===== src/rtl/obufds_ser_tx.sv =====
`default_nettype none
// ============================================================================
//  Module      : obufds_ser_tx
//  Description : Differential serial transmitter. Accepts parallel words over
//                a valid/ready handshake and shifts them out one bit per clock
//                on a complementary pair O/OB. Words can follow each other
//                with no idle gap between them.
//  Revision    : 1.0 - initial release
// ============================================================================
module obufds_ser_tx #(
    parameter int   WIDTH      = 8,     // bits per word, 2..32
    parameter logic IDLE_LEVEL = 1'b0,  // level on O while nothing is shifting
    parameter int   MSB_FIRST  = 1      // 1: DI[WIDTH-1] first, 0: DI[0] first
) (
    input  logic             CLK,
    input  logic             RST,
    input  logic [WIDTH-1:0] DI,
    input  logic             DVALID,
    output logic             DREADY,
    output logic             O,
    output logic             OB,
    output logic             BUSY
);

    localparam int                 CNT_W  = $clog2(WIDTH);
    localparam logic [CNT_W-1:0]   C_LAST = CNT_W'(WIDTH - 1);
    localparam logic [CNT_W-1:0]   C_ONE  = CNT_W'(1);

    localparam logic [0:0] S_IDLE  = 1'b0;
    localparam logic [0:0] S_SHIFT = 1'b1;

    logic [0:0]       r_state;
    logic [0:0]       w_state_next;
    logic [CNT_W-1:0] r_cnt;
    logic [WIDTH-1:0] r_sreg;     // bits still to be sent, next one at the output end
    logic             r_o;
    logic             r_busy;

    logic             w_xfer;
    logic             w_last;
    logic             w_load_bit;
    logic [WIDTH-1:0] w_load_rest;
    logic             w_shift_bit;
    logic [WIDTH-1:0] w_shift_rest;

    assign w_xfer = DVALID && DREADY;
    assign w_last = (r_state == S_SHIFT) && (r_cnt == C_LAST);

    // The first bit goes straight to the output register on capture, so the
    // shift register only ever holds the bits that are still pending.
    generate
        if (MSB_FIRST != 0) begin : g_msb_first
            assign w_load_bit   = DI[WIDTH-1];
            assign w_load_rest  = {DI[WIDTH-2:0], 1'b0};
            assign w_shift_bit  = r_sreg[WIDTH-1];
            assign w_shift_rest = {r_sreg[WIDTH-2:0], 1'b0};
        end else begin : g_lsb_first
            assign w_load_bit   = DI[0];
            assign w_load_rest  = {1'b0, DI[WIDTH-1:1]};
            assign w_shift_bit  = r_sreg[0];
            assign w_shift_rest = {1'b0, r_sreg[WIDTH-1:1]};
        end
    endgenerate

    // State register
    always_ff @(posedge CLK) begin
        if (RST) begin
            r_state <= S_IDLE;
        end else begin
            r_state <= w_state_next;
        end
    end

    // Next-state logic: a transfer in the last bit cycle keeps us in SHIFT
    always_comb begin
        w_state_next = r_state;
        case (r_state)
            S_IDLE: begin
                if (w_xfer) begin
                    w_state_next = S_SHIFT;
                end
            end
            S_SHIFT: begin
                if (w_last && !w_xfer) begin
                    w_state_next = S_IDLE;
                end
            end
            default: begin
                w_state_next = S_IDLE;
            end
        endcase
    end

    // Ready is a pure function of state, count and reset, never of DVALID
    always_comb begin
        DREADY = 1'b0;
        if (!RST) begin
            DREADY = (r_state == S_IDLE) || w_last;
        end
    end

    // Datapath: capture, shift, bit counting and the registered serial output
    always_ff @(posedge CLK) begin
        if (RST) begin
            r_cnt  <= '0;
            r_sreg <= '0;
            r_o    <= IDLE_LEVEL;
            r_busy <= 1'b0;
        end else if (w_xfer) begin
            r_cnt  <= '0;
            r_sreg <= w_load_rest;
            r_o    <= w_load_bit;
            r_busy <= 1'b1;
        end else if (r_state == S_SHIFT) begin
            if (w_last) begin
                r_cnt  <= '0;
                r_sreg <= '0;
                r_o    <= IDLE_LEVEL;
                r_busy <= 1'b0;
            end else begin
                r_cnt  <= r_cnt + C_ONE;
                r_sreg <= w_shift_rest;
                r_o    <= w_shift_bit;
                r_busy <= 1'b1;
            end
        end
    end

    // Both legs come from the same flop so the pair can never agree
    assign O    = r_o;
    assign OB   = ~r_o;
    assign BUSY = r_busy;

endmodule
`default_nettype wire


===== config.mk =====
export PLATFORM = sky130hd
export DESIGN_NAME = obufds_ser_tx
export DESIGN_NICKNAME = d
export VERILOG_FILES = /design/src/rtl/obufds_ser_tx.sv
export SDC_FILE = /design/constraint.sdc
export NUM_CORES = 1
export LEC_CHECK = 0
export CORE_MARGIN = 3
export CORE_UTILIZATION = 30
export DETAILED_ROUTE_END_ITERATION = 16
export GPL_TIMING_DRIVEN = 0
export PLACE_DENSITY = 0.63
export SLEW_MARGIN = 40
export SYNTH_ARGS = -nofsm -noshare
export SYNTH_HDL_FRONTEND = slang
export SYNTH_SLANG_ARGS = --single-unit

===== constraint.sdc =====
create_clock -name CLK -period 4.7 [get_ports CLK]
set_input_delay 1.41 -clock CLK [delete_from_list [all_inputs] [get_ports CLK]]
set_output_delay 1.41 -clock CLK [all_outputs]
set_load 0.02 [all_outputs]

### Word level (Yosys, flattened, before mapping)

Index checks and enable logic that the tools add are counted.

| word-level totals | value |
|---|---|
| bits of input ports | 11 |
| logic and storage cells | 31 |
| output and inout port bits | 4 |
| bits in registers | 14 |

| operators by class | value |
|---|---|
| equality and inequality tests | 1 |
| bitwise logic cells | 2 |
| multiplexer cells | 14 |
| add/sub/neg operators | 1 |
| reduce and logical (&&, ||, !) cells | 7 |

Operators by type and width:

| kind | number |
|---|---|
| 8-bit 2-to-1 mux | 3 |
| 1-bit 2-to-1 mux | 9 |
| 3-bit by 1-bit adder with 3-bit output, second input constant | 1 |
| 3-bit == test, second input constant | 1 |
| 1-bit logical AND | 3 |
| 3-bit 2-to-1 mux | 1 |
| 1-bit inverter | 2 |
| 1-bit one-hot mux with 2 select lines | 1 |
| 2-bit nonzero test | 1 |
| 2-bit OR reduction | 1 |
| 1-bit logical NOT | 1 |
| 1-bit logical OR | 1 |

### Logic depth before layout (Yosys ltp)

| depth | value |
|---|---|
| depth in word-level cells | 9 |
| gate-level depth with buffers | 6 |

### Worst setup path before layout

Ideal clock, no wire load.

| timing | value |
|---|---|
| kind | input to output |
| from | in RST |
| to | out DREADY |
| arrival | 1900 ps |
| cell stages on the path | 2 |
| data required time | 3290 ps |
| slack | 1390 ps |
| buffers on the path | 1 |
| cell sequence | clkbuf_1 -> nor2_1 |

| on the way | value |
|---|---|
| cells in the longest elaborated chain, start to end | 1 |

RTL lines:

| item | RTL line | text |
|---|---|---|
| start: declaration | 16 | `input logic RST,` |
| 1-bit 2-to-1 mux | 97 | `if (!RST) begin` |
| end: declaration | 19 | `output logic DREADY,` |

Every way passes these cells.

### Final worst setup path

Same ends and word-level chain as after synthesis.

==> summary.txt <==
Pwr/cell area -> 297 mW/mm^2
Tot Pwr -> 234 uW
Drt pass-1 iters -> 4
RSZ-0062 raised after global routing -> no
Standard-cell rows -> 15
CP Data Arrival Time -> 2940 ps
Syn Inst Count -> 70
Sink Count -> 13
Top delay family on crit path -> buffers and inverters
Root buffer cell -> clkbuf_4
Mapped Area -> 588 um^2
Crit. End Element -> output port
Synth Register Bits -> 13
Mux contribution to synthesized area -> 3.62%
Worst stage delay on the critical path -> 550 ps
Net Sw Power -> 64.8 uW
TritonCTS clock tree -> yes
F_max -> 0.230 GHz
Final hold violations -> 0
WL/cell -> 13.2 um
Syn Nets -> 83
Total GRT Usage -> 13.0%
Crit-path cells -> clkdlybuf4s50_1 > clkbuf_1 > nor2_1 > clkdlybuf4s50_1
Switch share -> 27.7%
Startpoint Class -> primary input
# IOs -> 15
Share of cells above drive strength 1 -> 9.09%
Combinational family with the most area after synthesis -> compound AO/OA/AOI/OAI gates
Synth warn -> 0
Clk_skew -> 1.03 ps
Area contributors post-synth -> dfxtp_1 44%, a31oi_1 9.6%, o211ai_1 8.9%
Post-Synth XOR/XNOR Area -> 0%
Crit path max fanout -> 10
Residual DRC -> 0
Register share of total power -> 51.8%
Effective utilization at floorplan -> 33.0%
Tmin final -> 4350 ps
Worst-Skew Late Latency -> 280 ps
HP Start -> BUSY$_SDFFE_PP0P_
Largest net degree at the start of global routing -> 11
Max-Cap Viols -> 0
Post-Synth Adder-Cell Area -> 4.26%
Hold-fix buffers at CTS -> 0
Measured slew at the worst slew-check pin -> 451 ps
CP bufs+invs -> 3
Buffers on Ports -> 14
Final HPWL DP -> 1.05 mm
Max H-tree Level -> 1
Routed wire length -> 1.50 mm
Initial DRC Count -> 11
Core area -> 0.00178 mm^2
Sum Neg Setup Slack -> 0 ps
First-pass GRT wire length -> 2.50 mm
Synth top area share -> 44.3%
N_diodes -> 0
Post-DRT Antenna Nets -> 0
Synth cell types -> 19
Longest Clk Path Bufs -> 2
Tcrit/Tclk final -> 92.5%
Clock power share -> 30.5%
Overflow after GRT -> 0
Vias -> 578
Logic pwr share -> 17.8%
Worst hold path class -> register to register
CP most frequent cell -> clkdlybuf4s50_1
Layout area overhead -> 33.8%
Vias per cell -> 5.12
Rel. slew slack -> 69.9%
Post-synthesis simple-gate area fraction -> 20.0%
Routability cong. -> 0.742
Nets -> 102
Peak VDD IR -> 0.113 mV
Syn Area/Cell -> 8.40 um^2
Fill cells -> 185
WS Path Type -> primary input to output port
Status -> finished, final reports clean
Req. time, crit path -> 3290 ps
Leak -> 0.285 nW
Sequential fraction of the synthesis area -> 44.3%
Full die area -> 0.00253 mm^2
Fin. max-slew vios -> 0
Cell Int Power -> 169 uW
Vias in the first global route -> 565
CP max stage cell -> clkdlybuf4s50_1
Die X-Extent -> 50.3 um
Die height -> 50.3 um
# setup viols final -> 0
Initial antenna violation count -> 0
Post-synthesis compound-gate area fraction -> 21.7%
Worst Setup SP -> RST
Postcts setup bufs -> 0
Number of gates resized after cts -> 0
Reg clk slew, reported paths -> 80 ps
Worst r2r src -> r_cnt[0]$_SDFFE_PP0P_
Cts bufs inserted -> 3
Largest area contributor in the netlist -> dfxtp_1
==> cell usage after synthesis <==
| master | count |
|---|---|
| nor3b_1 | 1 |
| and2b_1 | 1 |
| nor2_1 | 5 |
| buf_2 | 2 |
| nand2b_1 | 1 |
| o211ai_1 | 7 |
| clkbuf_1 | 2 |
| mux2_2 | 1 |
| nand2_1 | 10 |
| mux2i_1 | 1 |
| a32oi_1 | 1 |
| ha_1 | 2 |
| inv_1 | 2 |
| a21oi_1 | 2 |
| a31oi_1 | 9 |
| dfxtp_1 | 13 |
| buf_4 | 1 |
| clkinv_1 | 1 |
| nand3_1 | 8 |
==> per-stage QoR <==
step                worst slack, ps  hold slack (ps)  utilization, %  area, um^2  std cells
finish                          353              481            44.1         787        113
global route                    293              498            44.1         787        113
CTS                             349              480            44.1         787        113
detailed placement              347              470            42.6         759        109
global placement                342              466            42.6         759        109
floorplan                      1390              453               -         588         70
==> cells in the final DEF, fill, tap and decap left out, drive strengths merged, types with 2 or more instances in the layout <==
cell,synthesis,final
a21oi,2,2
a31oi,9,9
buf,3,3
clkbuf,2,5
clkdlybuf4s50,0,14
clkinv,1,2
dfxtp,13,13
ha,2,2
inv,2,2
nand2,10,10
nand3,8,8
nor2,5,5
o211ai,7,7
==> worst reg2reg max path: cells and delay by family, from the launching register on <==
family	cells	cell delay, ps
AOI/OAI and AO/OA	1	170
adders and majority gates	2	450
DFF	1	330
buffers and inverters	1	170
and+or+nand+nor	2	280
==> routing by layer <==
metal	vias up	track usage, %	part of all wire (%)
met5	-	0	0
met4	0	7.37	2.1
met3	4	2.08	2.8
met2	11	19.6	48
met1	272	17.5	47
li1	291	-	-
==> cells by family (layout without fill, tap and decap cells) <==
group / Yosys count / after routing
compound gates: 19 / 19
mux: 2 / 2
flops: 13 / 13
fa+ha+maj: 2 / 2
buf+inv: 8 / 26
simple gates: 26 / 26
==> layout make-up <==
type	count	area (um^2)	area share [%]
sequential	13	260	33.1
timing repair buffer	14	140	17.8
buffer	5	25.0	3.18
clock buffer	3	22.5	2.86
clock inverter	1	5.00	0.636
multi-input combinational	49	292	37.0
tap	25	31.3	3.97
inverter	3	11.3	1.43
==> flip-flops by register name, indices dropped and copies added (netlist names) <==
| signal | flops |
|---|---|
| r_sreg | 7 |
| O | 1 |
| BUSY | 1 |
| r_cnt | 3 |
| r_state | 1 |
==> final timing paths <==
kind                                  to  slack, ps  cells past startpoint
setup / recovery                  DREADY        350                      4
hold / removal         BUSY$_SDFFE_PP0P_        480                      2
setup reg to reg  r_sreg[2]$_SDFFE_PP0P_       3220                      6
hold reg to reg        BUSY$_SDFFE_PP0P_        480                      2
==> power by group through the flow <==
stage / Combinational (mW) / Clock [mW] / Sequential (mW)
after floorplan: 0.0211 / 0 / 0.124
after global placement: 0.0407 / 0 / 0.123
after detailed placement: 0.0416 / 0 / 0.124
after CTS: 0.0417 / 0.0736 / 0.121
after global routing: 0.0452 / 0.0781 / 0.122
final: 0.0415 / 0.0712 / 0.121
Note: power is estimated with default switching activity, not from simulation.
